[src/rtl/snn_output_spike_fifo_pkg.sv]
// Shared interface definitions for the SNN output spike path.
//   OUTPUT_FIFO_DATA_WIDTH    : packed width of output_vector_t (17 bits)
//   DEFAULT_OUTPUT_FIFO_DEPTH : default number of entries in the output spike FIFO
//   output_vector_t           : {timestep, x[6:0], y[6:0], spikes[1:0]}
//   pack_output_vector        : builds an output_vector_t from its fields
//   is_zero_spike_vector      : true when a vector has no spikes and no timestep marker
package snn_output_spike_fifo_pkg;

    localparam int unsigned OUTPUT_FIFO_DATA_WIDTH    = 17;
    localparam int unsigned DEFAULT_OUTPUT_FIFO_DEPTH = 64;

    typedef struct packed {
        logic       timestep;
        logic [6:0] x;
        logic [6:0] y;
        logic [1:0] spikes;
    } output_vector_t;

    function automatic output_vector_t pack_output_vector(
        input logic       timestep,
        input logic [6:0] x,
        input logic [6:0] y,
        input logic [1:0] spikes
    );
        output_vector_t v;
        v.timestep = timestep;
        v.x        = x;
        v.y        = y;
        v.spikes   = spikes;
        return v;
    endfunction

    function automatic logic is_zero_spike_vector(input output_vector_t v);
        return (v.spikes == '0) && !v.timestep;
    endfunction

endpackage

[src/rtl/snn_output_spike_fifo.sv]
// Output spike FIFO: buffers packed output vectors between the pooling/threshold stage and the
// downstream consumer. First-word-fall-through, no write bypass, synchronous flush.
//
// Optional feature (macro SNN_OUTPUT_ZERO_FILTER_EN): vectors with no spikes and no timestep
// marker complete their handshake but are dropped instead of stored.
//
// Ports:
//   clk        : rising-edge clock
//   rst_n      : asynchronous active-low reset (pointers and count)
//   clear      : synchronous flush, beats accept and pop in the same cycle
//   in_valid   : upstream vector present
//   in_ready   : FIFO can accept (count != DEPTH)
//   in_data    : packed output_vector_t
//   out_valid  : head entry present (count != 0)
//   out_ready  : downstream accepts head entry
//   out_data   : head entry (combinational read of storage)
//   fill_level : number of stored entries
module snn_output_spike_fifo
    import snn_output_spike_fifo_pkg::*;
#(
    parameter int unsigned DEPTH      = DEFAULT_OUTPUT_FIFO_DEPTH,
    parameter int unsigned DATA_WIDTH = OUTPUT_FIFO_DATA_WIDTH
) (
    input  logic                      clk,
    input  logic                      rst_n,
    input  logic                      clear,
    input  logic                      in_valid,
    output logic                      in_ready,
    input  logic [DATA_WIDTH-1:0]     in_data,
    output logic                      out_valid,
    input  logic                      out_ready,
    output logic [DATA_WIDTH-1:0]     out_data,
    output logic [$clog2(DEPTH):0]    fill_level
);

    localparam int unsigned AW = $clog2(DEPTH);
    localparam int unsigned CW = AW + 1;
    localparam logic [CW-1:0] FullCount = CW'(DEPTH);

    logic [DATA_WIDTH-1:0] mem_q [DEPTH];
    logic [AW-1:0]         wr_ptr_q, wr_ptr_d;
    logic [AW-1:0]         rd_ptr_q, rd_ptr_d;
    logic [CW-1:0]         count_q, count_d;

    logic accept;
    logic pop;
    logic store;

    assign in_ready   = (count_q != FullCount);
    assign out_valid  = (count_q != '0);
    assign out_data   = mem_q[rd_ptr_q];
    assign fill_level = count_q;

    assign accept = in_valid && in_ready;
    assign pop    = out_valid && out_ready;

`ifdef SNN_OUTPUT_ZERO_FILTER_EN
    // Zero vectors are consumed upstream-side but never occupy an entry.
    assign store = accept && !clear && !is_zero_spike_vector(output_vector_t'(in_data));
`else
    assign store = accept && !clear;
`endif

    always_comb begin
        wr_ptr_d = wr_ptr_q;
        rd_ptr_d = rd_ptr_q;
        count_d  = count_q;
        if (clear) begin
            wr_ptr_d = '0;
            rd_ptr_d = '0;
            count_d  = '0;
        end else begin
            if (store) begin
                wr_ptr_d = wr_ptr_q + 1'b1;
            end
            if (pop) begin
                rd_ptr_d = rd_ptr_q + 1'b1;
            end
            unique case ({store, pop})
                2'b10:   count_d = count_q + 1'b1;
                2'b01:   count_d = count_q - 1'b1;
                default: count_d = count_q;
            endcase
        end
    end

    always_ff @(posedge clk or negedge rst_n) begin
        if (!rst_n) begin
            wr_ptr_q <= '0;
            rd_ptr_q <= '0;
            count_q  <= '0;
        end else begin
            wr_ptr_q <= wr_ptr_d;
            rd_ptr_q <= rd_ptr_d;
            count_q  <= count_d;
        end
    end

    // Storage is deliberately not reset or flushed; only the pointers define validity.
    always_ff @(posedge clk) begin
        if (store) begin
            mem_q[wr_ptr_q] <= in_data;
        end
    end

endmodule

[config.mk]
export PLATFORM = sky130hd
export DESIGN_NAME = snn_output_spike_fifo
export DESIGN_NICKNAME = d
export VERILOG_FILES = /design/src/rtl/snn_output_spike_fifo_pkg.sv /design/src/rtl/snn_output_spike_fifo.sv
export SDC_FILE = /design/constraint.sdc
export NUM_CORES = 1
export LEC_CHECK = 0
export ABC_AREA = 0
export CORE_MARGIN = 5
export CORE_UTILIZATION = 40
export CTS_BUF_LIST = sky130_fd_sc_hd__clkbuf_2 sky130_fd_sc_hd__clkbuf_4 sky130_fd_sc_hd__clkbuf_8
export DETAILED_ROUTE_END_ITERATION = 10
export PLACE_DENSITY_LB_ADDON = 0.12
export SLEW_MARGIN = 15
export SYNTH_ARGS = -nofsm -noshare
export SYNTH_HDL_FRONTEND = slang
export SYNTH_SLANG_ARGS = --single-unit
[constraint.sdc]
create_clock -name clk -period 3.2 [get_ports clk]
set_input_delay 0.96 -clock clk [delete_from_list [all_inputs] [get_ports clk]]
set_output_delay 0.96 -clock clk [all_outputs]
set_load 0.03 [all_outputs]
== Word-level counts from Yosys, hierarchy flattened ==
Memory sizes are Yosys's and may differ from the RTL's.
Index checks and enable logic that the tools add are counted.
Operators by class
  add/subtract/negate cells: 4
  equal/unequal tests: 3
  mux-type cells: 8
  reduce and logical (&&, ||, !) cells: 8
Operators by type and width (count)
  $mux W6: 4
  $pmux W7 S2: 1
  $add A6 B1 Y6 const B: 2
  $add A7 B1 Y7 const B: 1
  $mux W7: 1
  $ne A7 B7 Y1 const B: 1
  $reduce_bool A7 Y1: 1
  $sub A7 B1 Y7 const B: 1
  $reduce_bool A2 Y1: 2
  $logic_and A1 B1 Y1: 3
  $reduce_bool A3 Y1: 1
  $eq A2 B1 Y1 const B: 1
  $eq A2 B2 Y1 const B: 1
  $mux W1: 2
  $logic_not A1 Y1: 1
Word-level totals
  bits in registers: 19
  memory bits (writable): 1088
  input bits: 22
  output and inout bits: 26
  logic and storage cells: 27
  memories kept: 1
Memories
  mem_q: words 64, width 17, read ports 1, clocked after Yosys merged registers in 0, wr ports 1, RTL line snn_output_spike_fifo.sv:40  | logic [DATA_WIDTH-1:0] mem_q [DEPTH];

== Depth between registers and ports, before layout ==
Gate-level depths: netlist (run 1).
  depth in word-level cells: 6
  mapped depth: 11
  mapped depth without buffers: 10

== Least setup slack after synthesis (run 1) ==
Ideal clock, no wire load.
  path kind: input to register
  from: in in_valid
  to: mem mem_q[48][0] (netlist name), enable pin
  library setup time: 0.435 ns
  arrival time: 3.584 ns
  required time: 2.765 ns
  slack: -0.819 ns
  stages: 6
  buffers on the path: 1
  path through: inv_1 a31o_2 clkbuf_1 nor2_1 nand4b_1 nor4_1
On the way
  word-level cells in the longest chain between the ends: 4
RTL lines
  from (decl): RTL line snn_output_spike_fifo.sv:27  | input logic in_valid,
  $logic_and A1 B1 Y1: RTL line snn_output_spike_fifo.sv:54  | assign accept = in_valid && in_ready;
  $logic_and A1 B1 Y1: RTL line snn_output_spike_fifo.sv:61  | assign store = accept && !clear;
  $mux W1: RTL line snn_output_spike_fifo.sv:101  | if (store) begin
  $mux W1 (not written as such): RTL line snn_output_spike_fifo.sv:102  | mem_q[wr_ptr_q] <= in_data;
  to (decl): RTL line snn_output_spike_fifo.sv:40
Every way passes these cells.

== Worst setup path in the final report (run 1) ==
  from: reg rd_ptr_q[0]
  to: out out_data[8]
On the way
  word-level cells in the longest chain between the ends: 1
RTL lines
  from (decl): RTL line snn_output_spike_fifo.sv:42  | logic [AW-1:0] rd_ptr_q, rd_ptr_d;
  from (signal assigned): RTL line snn_output_spike_fifo.sv:94  | rd_ptr_q <= rd_ptr_d;
  $mem_v2 Z64 W17
  to (decl): RTL line snn_output_spike_fifo.sv:32  | output logic [DATA_WIDTH-1:0] out_data,
Every way passes these cells.

==> results_dict.tcl, run 1 <==
set metrics [dict create \
    synthArstFlopShare 0.01716 \
    portBuffers 47 \
    ys_types 48 \
    drive_above_1_share 0.4170 \
    numCtsBuffers 184 \
    holdBufCountCts 0 \
    p_total_mw 34.75 \
    drtIter0Drc 1767 \
    rsz0062_at_grt "yes" \
    hold_path_depth 1 \
    crit_type "flop to output pin" \
    cp-start-kind "flop" \
    slowest_delay_ns 0.51 \
    die_w_um 338.0 \
    hold_viol_final 0 \
    seq_area_frac_synth 0.7704 \
    h-tree-depth 4 \
    hold_start "in_data[15]" \
    outcome "finished with violations" \
    path_delay_family "buffers and inverters" \
    power.density_nw_per_um2 644.7 \
    finalMaxSlewViolations 0 \
    holdPathEnd "mem_q[22][15]" \
    die_y_um 338.0 \
    clockBufferDepth 3 \
    cp-startpoint "rd_ptr_q[0]" \
    num_vias 22250 \
    cts_sinks 1107 \
    power.leakage_nw 17.09 \
    violations "negative setup slack" \
    wirelength_um 116500 \
    syn_nets 2067 \
    cts_root_buffer "clkbuf_8" \
    fmax_mhz 228.3 \
    io_pins 48 \
    fin_crit_sh 1.369 \
    hold_path_class "input port to flop" \
    cp_data_required_time_ns 2.24 \
    viasPerCell 5.435 \
    grt_max_degree 65 \
    path_clk_slew_ns 0.06 \
    grt_overflow_total 0 \
    ys.flop_type "edfxtp_1" \
    ir_worst_vdd_uv 424.0 \
    ant_nets 0 \
    r2r_slack_ns 0.33 \
    setup_tns_ns -18.31 \
    syn_to_final_growth_pct 25.28 \
    ys.warnings.count 0 \
    crit_arrival_ns 3.42 \
    synth-edff-count 1088 \
    wl_per_cell_um 28.45 \
    hpwl_um 72460 \
    grtUsageTotal 0.2058 \
    core-area_um2 106900 \
    skew_ns 0.02910 \
    start_util 0.4025 \
    die-area_um2 114200 \
    rows 120 \
    first_pass_iters 5 \
    cts_tree "yes" \
    setup_ws_ns -1.180 \
    tightest_slew_ns 0.8665 \
    slowest_stage "dfrtp_4" \
    antenna_found_initial 5 \
    critPathBufInv 6 \
    place.gp.congestion 0.8047 \
    layout.cells.most_common "edfxtp_1" \
    synth_area_per_cell_um2 21.12 \
    drc 0 \
    fin_nets 2565 \
    period_needed_ns 4.380 \
    end_kind "output pin" \
    dp_slack_ns -0.9195 \
    clock_latency_ns 0.84 \
    layout_common_cells "1088 x edfxtp_1, 247 x buf_4, 205 x mux4_2" \
    path_cells "buf_12 > buf_12 > buf_8 > buf_4 > mux4_2 > mux2i_4 > nor2_4 > a2111oi_4 > buf_4 > nor4_4 > buf_6" \
    path_max_fanout 6 \
    grt_pass1_vias 23340 \
    synth-seq-cells 1107 \
    drv_cap 0 \
    ff2ff_path_depth 10 \
    holdWs_ns 0.4540 \
    grt_pass1_wl_um 166300 \
    worst_r2r_endpoint "fill_level[6]" \
    max_slew_margin 0.4223 \
    syn_area_um2 43030 \
    setup_viol 17 \
    r2r_start "fill_level[3]" \
    syn_inst 2037 \
]
worst max-delay path by stage:
stage	end	slack, ns	cells after the start
2_1_floorplan	out_data[15]	0.02	9
3_3_place_gp	out_data[0]	-1.58	9
3_5_place_dp	out_data[8]	-0.92	10
4_1_cts	out_data[16]	-1.26	10
5_1_grt	out_data[4]	-1.30	11
6_report	out_data[8]	-1.18	11
worst reg2reg max path, delay by kind of cell, from the launching register on:
family,cells,cell delay (ns)
adder cells (fa/ha/maj),1,0.32
multiplexers,2,0.56
AND/OR/NAND/NOR,3,0.64
flip-flops,1,0.44
AO/OA/AOI/OAI,4,0.79
registers in the layout (all words and copies together) (netlist names):
signal and flops:
wr_ptr_q 6, fill_level 7, mem_q 1088, rd_ptr_q 6
cell type report:
type | count | area [um2]
Antenna cell | 9 | 22.52
Clock buffer | 243 | 2988
Clock inverter | 89 | 536.8
Fill cell | 8645 | 53000
Inverter | 4 | 15.01
Multi-Input combinational cell | 801 | 10410
Sequential cell | 1107 | 33160
Tap cell | 1403 | 1755
Timing Repair Buffer | 437 | 5012
per-stage QoR:
stage                     utilization  instance area (um2)  std cells
final                          0.5042                53900       4093
after global routing           0.5041                53890       4087
after CTS                      0.4991                53350       4069
after detailed placement       0.4555                48700       3710
after global placement         0.4555                48690       3710
after floorplan                     -                43180       2037
repair_timing:
item,CTS,global route
endpoints found under the setup margin,19,17
pin swaps,14,30
endpoints found under the hold margin,0,0
buffers inserted,24,16
gates cloned,4,2
gates resized for setup,172,67
Yosys cell counts, drive strengths merged, types with 3 or more instances:
master   count  area share
xnor2        8      0.0018
nand3        9      0.0010
a211oi       4     0.00070
o22ai       36      0.0052
mux2i      172       0.040
a221oi      28      0.0057
clkbuf      57      0.0050
a21oi        6     0.00070
nand2b       5     0.00073
buf         68       0.011
dfrtp       19       0.011
or3b         4     0.00081
nor3         7     0.00081
o21ai        6     0.00070
a2111oi     37      0.0075
mux2        34      0.0089
xor2         4     0.00081
edfxtp    1088        0.76
nor2b        4     0.00058
nand3b       6      0.0010
nor4        19      0.0029
and2         3     0.00044
ha           7      0.0020
o221ai      31      0.0063
or3          8      0.0012
nand2       19      0.0017
mux4       205        0.11
inv          4     0.00035
nor2       121       0.011
power breakdown:
part | switching (mW) | internal [mW]
combinational | 3.20 | 3.49
sequential | 0.101 | 16.0
clock | 5.55 | 6.41
total | 8.85 | 25.9
metal layers:
layer | routed length (um) | global-route usage
met5 | 20 | 0
met1 | 50100 | 0.2793
met4 | 3060 | 0.06561
met2 | 56920 | 0.3342
met3 | 6354 | 0.04636
cells by family after synthesis:
group	count (synthesis)	share of synthesized area
mux	411	0.1562
xor+xnor	12	0.002617
flops	1107	0.7704
simple gates	214	0.02338
fa+ha+maj	8	0.002501
buf+inv	129	0.01655
compound gates	156	0.02838
No activity file was read; power rests on OpenSTA's default activity.
==> run 2: changes to the inputs <==
GPL_TIMING_DRIVEN = 0   (was default)
SLEW_MARGIN = 30   (was 15)
==> run 2 against run 1 <==
The run still ends with negative setup slack left. Sequential share of layout area up 0.072 points. Utilization shrank 0.067 points. Wire length grew 10%. Critical endpoint is now out_data[6]. Highest routed layer unchanged.
==> results_dict.tcl, run 2 (synthesized netlist as in run 1, its figures left out) <==
set metrics [dict create \
    outcome "finished with violations" \
    violations "negative setup slack" \
    ir_worst_vdd_uv 424.8 \
    end_kind "output pin" \
    p_total_mw 35.22 \
    slowest_stage "or3b_4" \
    skew_ns 0.04503 \
    viasPerCell 5.805 \
    path_max_fanout 10 \
    holdPathEnd "mem_q[12][4]" \
    grtUsageTotal 0.2269 \
    cts_root_buffer "clkbuf_8" \
    fmax_mhz 224.1 \
    drive_above_1_share 0.4208 \
    slowest_delay_ns 0.50 \
    cp-start-kind "flop" \
    rows 120 \
    die-area_um2 114200 \
    hpwl_um 85210 \
    first_pass_iters 5 \
    path_clk_slew_ns 0.06 \
    period_needed_ns 4.462 \
    start_util 0.4025 \
    portBuffers 47 \
    die_w_um 338.0 \
    syn_to_final_growth_pct 25.11 \
    layout.cells.most_common "edfxtp_1" \
    place.gp.congestion 0.8933 \
    path_cells "buf_12 > buf_12 > or3b_4 > buf_12 > o221ai_2 > a221oi_2 > buf_4 > nor4_4 > buf_4" \
    drv_cap 0 \
    largest_register_ffs 1088 \
    cts_sinks 1107 \
    setup_viol 21 \
    wl_per_cell_um 32.89 \
    finalMaxSlewViolations 0 \
    top_register "mem_q" \
    cts_tree "yes" \
    setup_ws_ns -1.262 \
    fill_cells 8616 \
    grt_max_degree 65 \
    ant_nets 0 \
    fin_crit_sh 1.394 \
    hold_path_depth 1 \
    hold_start "in_data[4]" \
    wirelength_um 128600 \
    path_delay_family "buffers and inverters" \
    r2r_start "fill_level[2]" \
    drtIter0Drc 2268 \
    clockBufferDepth 3 \
    antenna_found_initial 4 \
    drc 0 \
    grt_pass1_wl_um 178700 \
    die_y_um 338.0 \
    core-area_um2 106900 \
    cp_data_required_time_ns 2.24 \
    ff2ff_path_depth 9 \
    fin_nets 2410 \
    num_vias 22700 \
    grt_overflow_total 0 \
    grt_pass1_vias 22740 \
    rsz0062_at_grt "yes" \
    crit_type "flop to output pin" \
    power.density_nw_per_um2 654.2 \
    r2r_slack_ns 0.06 \
    numCtsBuffers 181 \
    critPathBufInv 5 \
    layout_common_cells "1088 x edfxtp_1, 205 x mux4_2, 191 x clkbuf_8" \
    power.leakage_nw 16.39 \
    io_pins 48 \
    crit_arrival_ns 3.50 \
    setup_tns_ns -20.26 \
    max_slew_margin 0.2910 \
    cp_common_cell "buf_12" \
    h-tree-depth 4 \
    hold_path_class "input port to flop" \
    worst_r2r_endpoint "mem_q[44][7]" \
    clock_latency_ns 0.84 \
    tightest_slew_ns 1.061 \
    hold_viol_final 0 \
]
[run 2: final cells by class]
class	instances	area, um2	area share
Multi-Input combinational cell	801	11910	0.2212
Buffer	120	1411	0.02622
Inverter	4	15.01	0.0002789
Tap cell	1403	1755	0.03261
Clock buffer	253	3050	0.05667
Timing Repair Buffer	165	2203	0.04093
Antenna cell	1	2.502	0.00004649
Sequential cell	1107	33160	0.6159
Clock inverter	57	330.3	0.006136
[run 2: routing by layer]
layer | global-route usage | wire, um | vias up
met2 | 0.3350 | 57890 | 1027
met5 | 0 | 7 | -
met1 | 0.3366 | 55870 | 12200
met4 | 0.08064 | 4700 | 2
met3 | 0.04791 | 10150 | 198
li1 | - | - | 9273
[run 2: what timing repair did]
item                                    4_1_cts  5_1_grt
endpoints found under the setup margin      468      222
buffers inserted                             35       20
hold endpoints to repair                      9        0
cloned                                        2        3
pin swaps                                    49       41
resized for setup                           581       80
hold buffers                                  1        0
[run 2: report_power, final]
part           internal, mW  switching (mW)  total, mW
combinational          3.39            3.97       7.36
clock                  6.27            5.49       11.8
sequential             16.0          0.0858       16.1
total                  25.7            9.54       35.2
[run 2: worst max path at each step]
stage                              end  slack (ns)  cells past startpoint        start
after floorplan           out_data[15]        0.02                      9  rd_ptr_q[0]
after global placement     out_data[2]       -3.04                      9  rd_ptr_q[1]
after detailed placement   out_data[9]       -2.04                      9  rd_ptr_q[3]
after CTS                 out_data[12]       -1.38                      9  rd_ptr_q[0]
after global routing      out_data[14]       -1.34                     10  rd_ptr_q[0]
final                      out_data[6]       -1.26                      9  rd_ptr_q[0]
[run 2: stage by stage]
| step | setup WS (ns) | util | hold WS (ns) | area [um2] | std cells |
|---|---|---|---|---|---|
| after detailed placement | -2.037 | 0.4398 | 0.6553 | 47020 | 3544 |
| after global placement | -3.040 | 0.4247 | 0.6463 | 45400 | 3487 |
| after global routing | -1.342 | 0.5036 | 0.3483 | 53830 | 3911 |
| final | -1.262 | 0.5036 | 0.3868 | 53830 | 3911 |
| after floorplan | 0.02310 | - | 0.6092 | 43180 | 2037 |
| after CTS | -1.383 | 0.4980 | 0.3089 | 53240 | 3887 |
==> run 3: changes to the inputs <==
SLEW_MARGIN = default   (was 30)
==> run 3 against run 2 <==
Combinational power decreased by 5.6%. Largest power group unchanged. Global-route usage decreased by 0.075 points. First-iteration DRC count grew 5.1%. Die area is the same. Wire length decreased by 0.48%. Highest routed layer is now met4. The flow still finishes with violations (negative setup slack). Largest cell class unchanged. Register-to-register slack is essentially flat.
==> results_dict.tcl, run 3 (synthesized netlist as in run 1, its figures left out) <==
set metrics [dict create \
    outcome "finished with violations" \
    violations "negative setup slack" \
    ir_worst_vdd_uv 430.2 \
    fin_nets 2414 \
    skew_ns 0.05309 \
    die_w_um 338.0 \
    fin_crit_sh 1.430 \
    viasPerCell 5.780 \
    tightest_slew_ns 1.202 \
    numCtsBuffers 182 \
    place_inst 3572 \
    wirelength_um 128000 \
    top_register "mem_q" \
    path_cells "buf_12 > buf_12 > buf_16 > mux4_2 > mux2i_2 > nor2_2 > a2111oi_4 > nor4_4 > buf_6" \
    path_clk_slew_ns 0.06 \
    h-tree-depth 4 \
    end_kind "output pin" \
    hpwl_um 85750 \
    cp_common_cell "buf_12" \
    holdBufCountCts 0 \
    grt_pass1_vias 22830 \
    largest_register_ffs 1088 \
    p_total_mw 34.88 \
    drtIter0Drc 2384 \
    power.density_nw_per_um2 653.2 \
    stdcell_count 3925 \
    rows 120 \
    setup_viol 17 \
    antenna_found_initial 5 \
    first_pass_iters 5 \
    drv_cap 0 \
    setup_ws_ns -1.377 \
    clock_latency_ns 0.88 \
    num_vias 22690 \
    path_max_fanout 8 \
    hold_path_class "input port to flop" \
    wl_per_cell_um 32.61 \
    clockBufferDepth 3 \
    core-area_um2 106900 \
    grt_max_degree 65 \
    ant_nets 0 \
    place.gp.congestion 0.8933 \
    period_needed_ns 4.577 \
    hold_viol_final 0 \
    grt_pass1_wl_um 178400 \
    setup_tns_ns -21.14 \
    layout.cells.most_common "edfxtp_1" \
    grtUsageTotal 0.2262 \
    fmax_mhz 218.5 \
    cts_sinks 1107 \
    slowest_delay_ns 0.64 \
    cp-start-kind "flop" \
    die_y_um 338.0 \
    layout_common_cells "1088 x edfxtp_1, 205 x mux4_2, 191 x clkbuf_8" \
    cts_root_buffer "clkbuf_8" \
    crit_arrival_ns 3.62 \
    drc 0 \
    finalMaxSlewViolations 0 \
    start_util 0.4025 \
    die-area_um2 114200 \
    slowest_stage "a2111oi_4" \
    cts_tree "yes" \
    crit_type "flop to output pin" \
    fin_util 0.4995 \
    power.leakage_nw 16.29 \
    grt_overflow_total 0 \
    drive_above_1_share 0.4075 \
    holdWs_ns 0.4929 \
    io_pins 48 \
    cp_data_required_time_ns 2.24 \
    max_slew_margin 0.1986 \
    rsz0062_at_grt "yes" \
    syn_to_final_growth_pct 24.09 \
    portBuffers 47 \
]
-- run 3: cell types whose count changed in the layout (fill, tap and decap cells not counted), sizes merged --
| cell | previous run | this run |
|---|---|---|
| clkbuf | 305 | 285 |
| clkdlybuf4s15 | 2 | 0 |
| dlymetal6s2s | 0 | 1 |
| clkinvlp | 2 | 4 |
| dlygate4sd3 | 1 | 0 |
| diode | 1 | 2 |
| inv | 10 | 12 |
| clkinv | 47 | 71 |
| buf | 220 | 226 |
| bufinv | 2 | 3 |
-- run 3: metrics by stage --
stage | area [um2] | setup WS [ns]
floorplan | 43180 | 0.02310
global placement | 45400 | -3.040
detailed placement | 46960 | -2.214
CTS | 52940 | -1.434
global route | 53390 | -1.432
finish | 53390 | -1.377
-- run 3: final timing paths --
kind	start	end	slack, ns	cells after the start
setup / recovery	rd_ptr_q[0]	out_data[13]	-1.38	9
hold / removal	in_data[15]	mem_q[41][15]	0.49	1
setup reg to reg	fill_level[2]	mem_q[22][5]	0.05	7
hold reg to reg	fill_level[2]	fill_level[2]	0.66	1
max in group asynchronous	rst_n	rd_ptr_q[4]	1.78	1
min in group asynchronous	rst_n	fill_level[0]	0.69	1
-- run 3: metal layers --
layer  vias to the layer above  GRT usage  share of wire
met5                         -          0              0
met4                         0    0.08197          0.038
met3                       219    0.04699          0.078
met2                      1068     0.3354           0.45
met1                     12120     0.3340           0.44
li1                       9283          -              -
-- run 3: power by group --
group,leakage [nW],internal [mW],switching [mW]
sequential,10.0,16.0,0.0877
clock,1.80,6.19,5.64
combinational,4.45,3.11,3.84
total,16.3,25.3,9.57
-- run 3: repair_timing --
action	CTS	global route
pin swaps	45	32
setup endpoints to repair	579	121
resized for setup	559	75
setup buffers	28	8
gates cloned	1	0
-- run 3: cell type report --
class                           count  area, um2
Antenna cell                        2      5.005
Buffer                            120       1291
Clock buffer                      234       2908
Clock inverter                     86      515.5
Fill cell                        8678      53510
Inverter                            4      15.01
Multi-Input combinational cell    801      11540
Sequential cell                  1107      33150
Tap cell                         1403       1755
Timing Repair Buffer              168       2213
-- run 3: critical path: cells and delay by family (launching register included) --
| family | cells | cell delay [ns] |
|---|---|---|
| compound gates | 1 | 0.64 |
| buf+inv | 4 | 0.70 |
| flops | 1 | 0.39 |
| mux | 2 | 0.78 |
| simple gates | 2 | 0.22 |
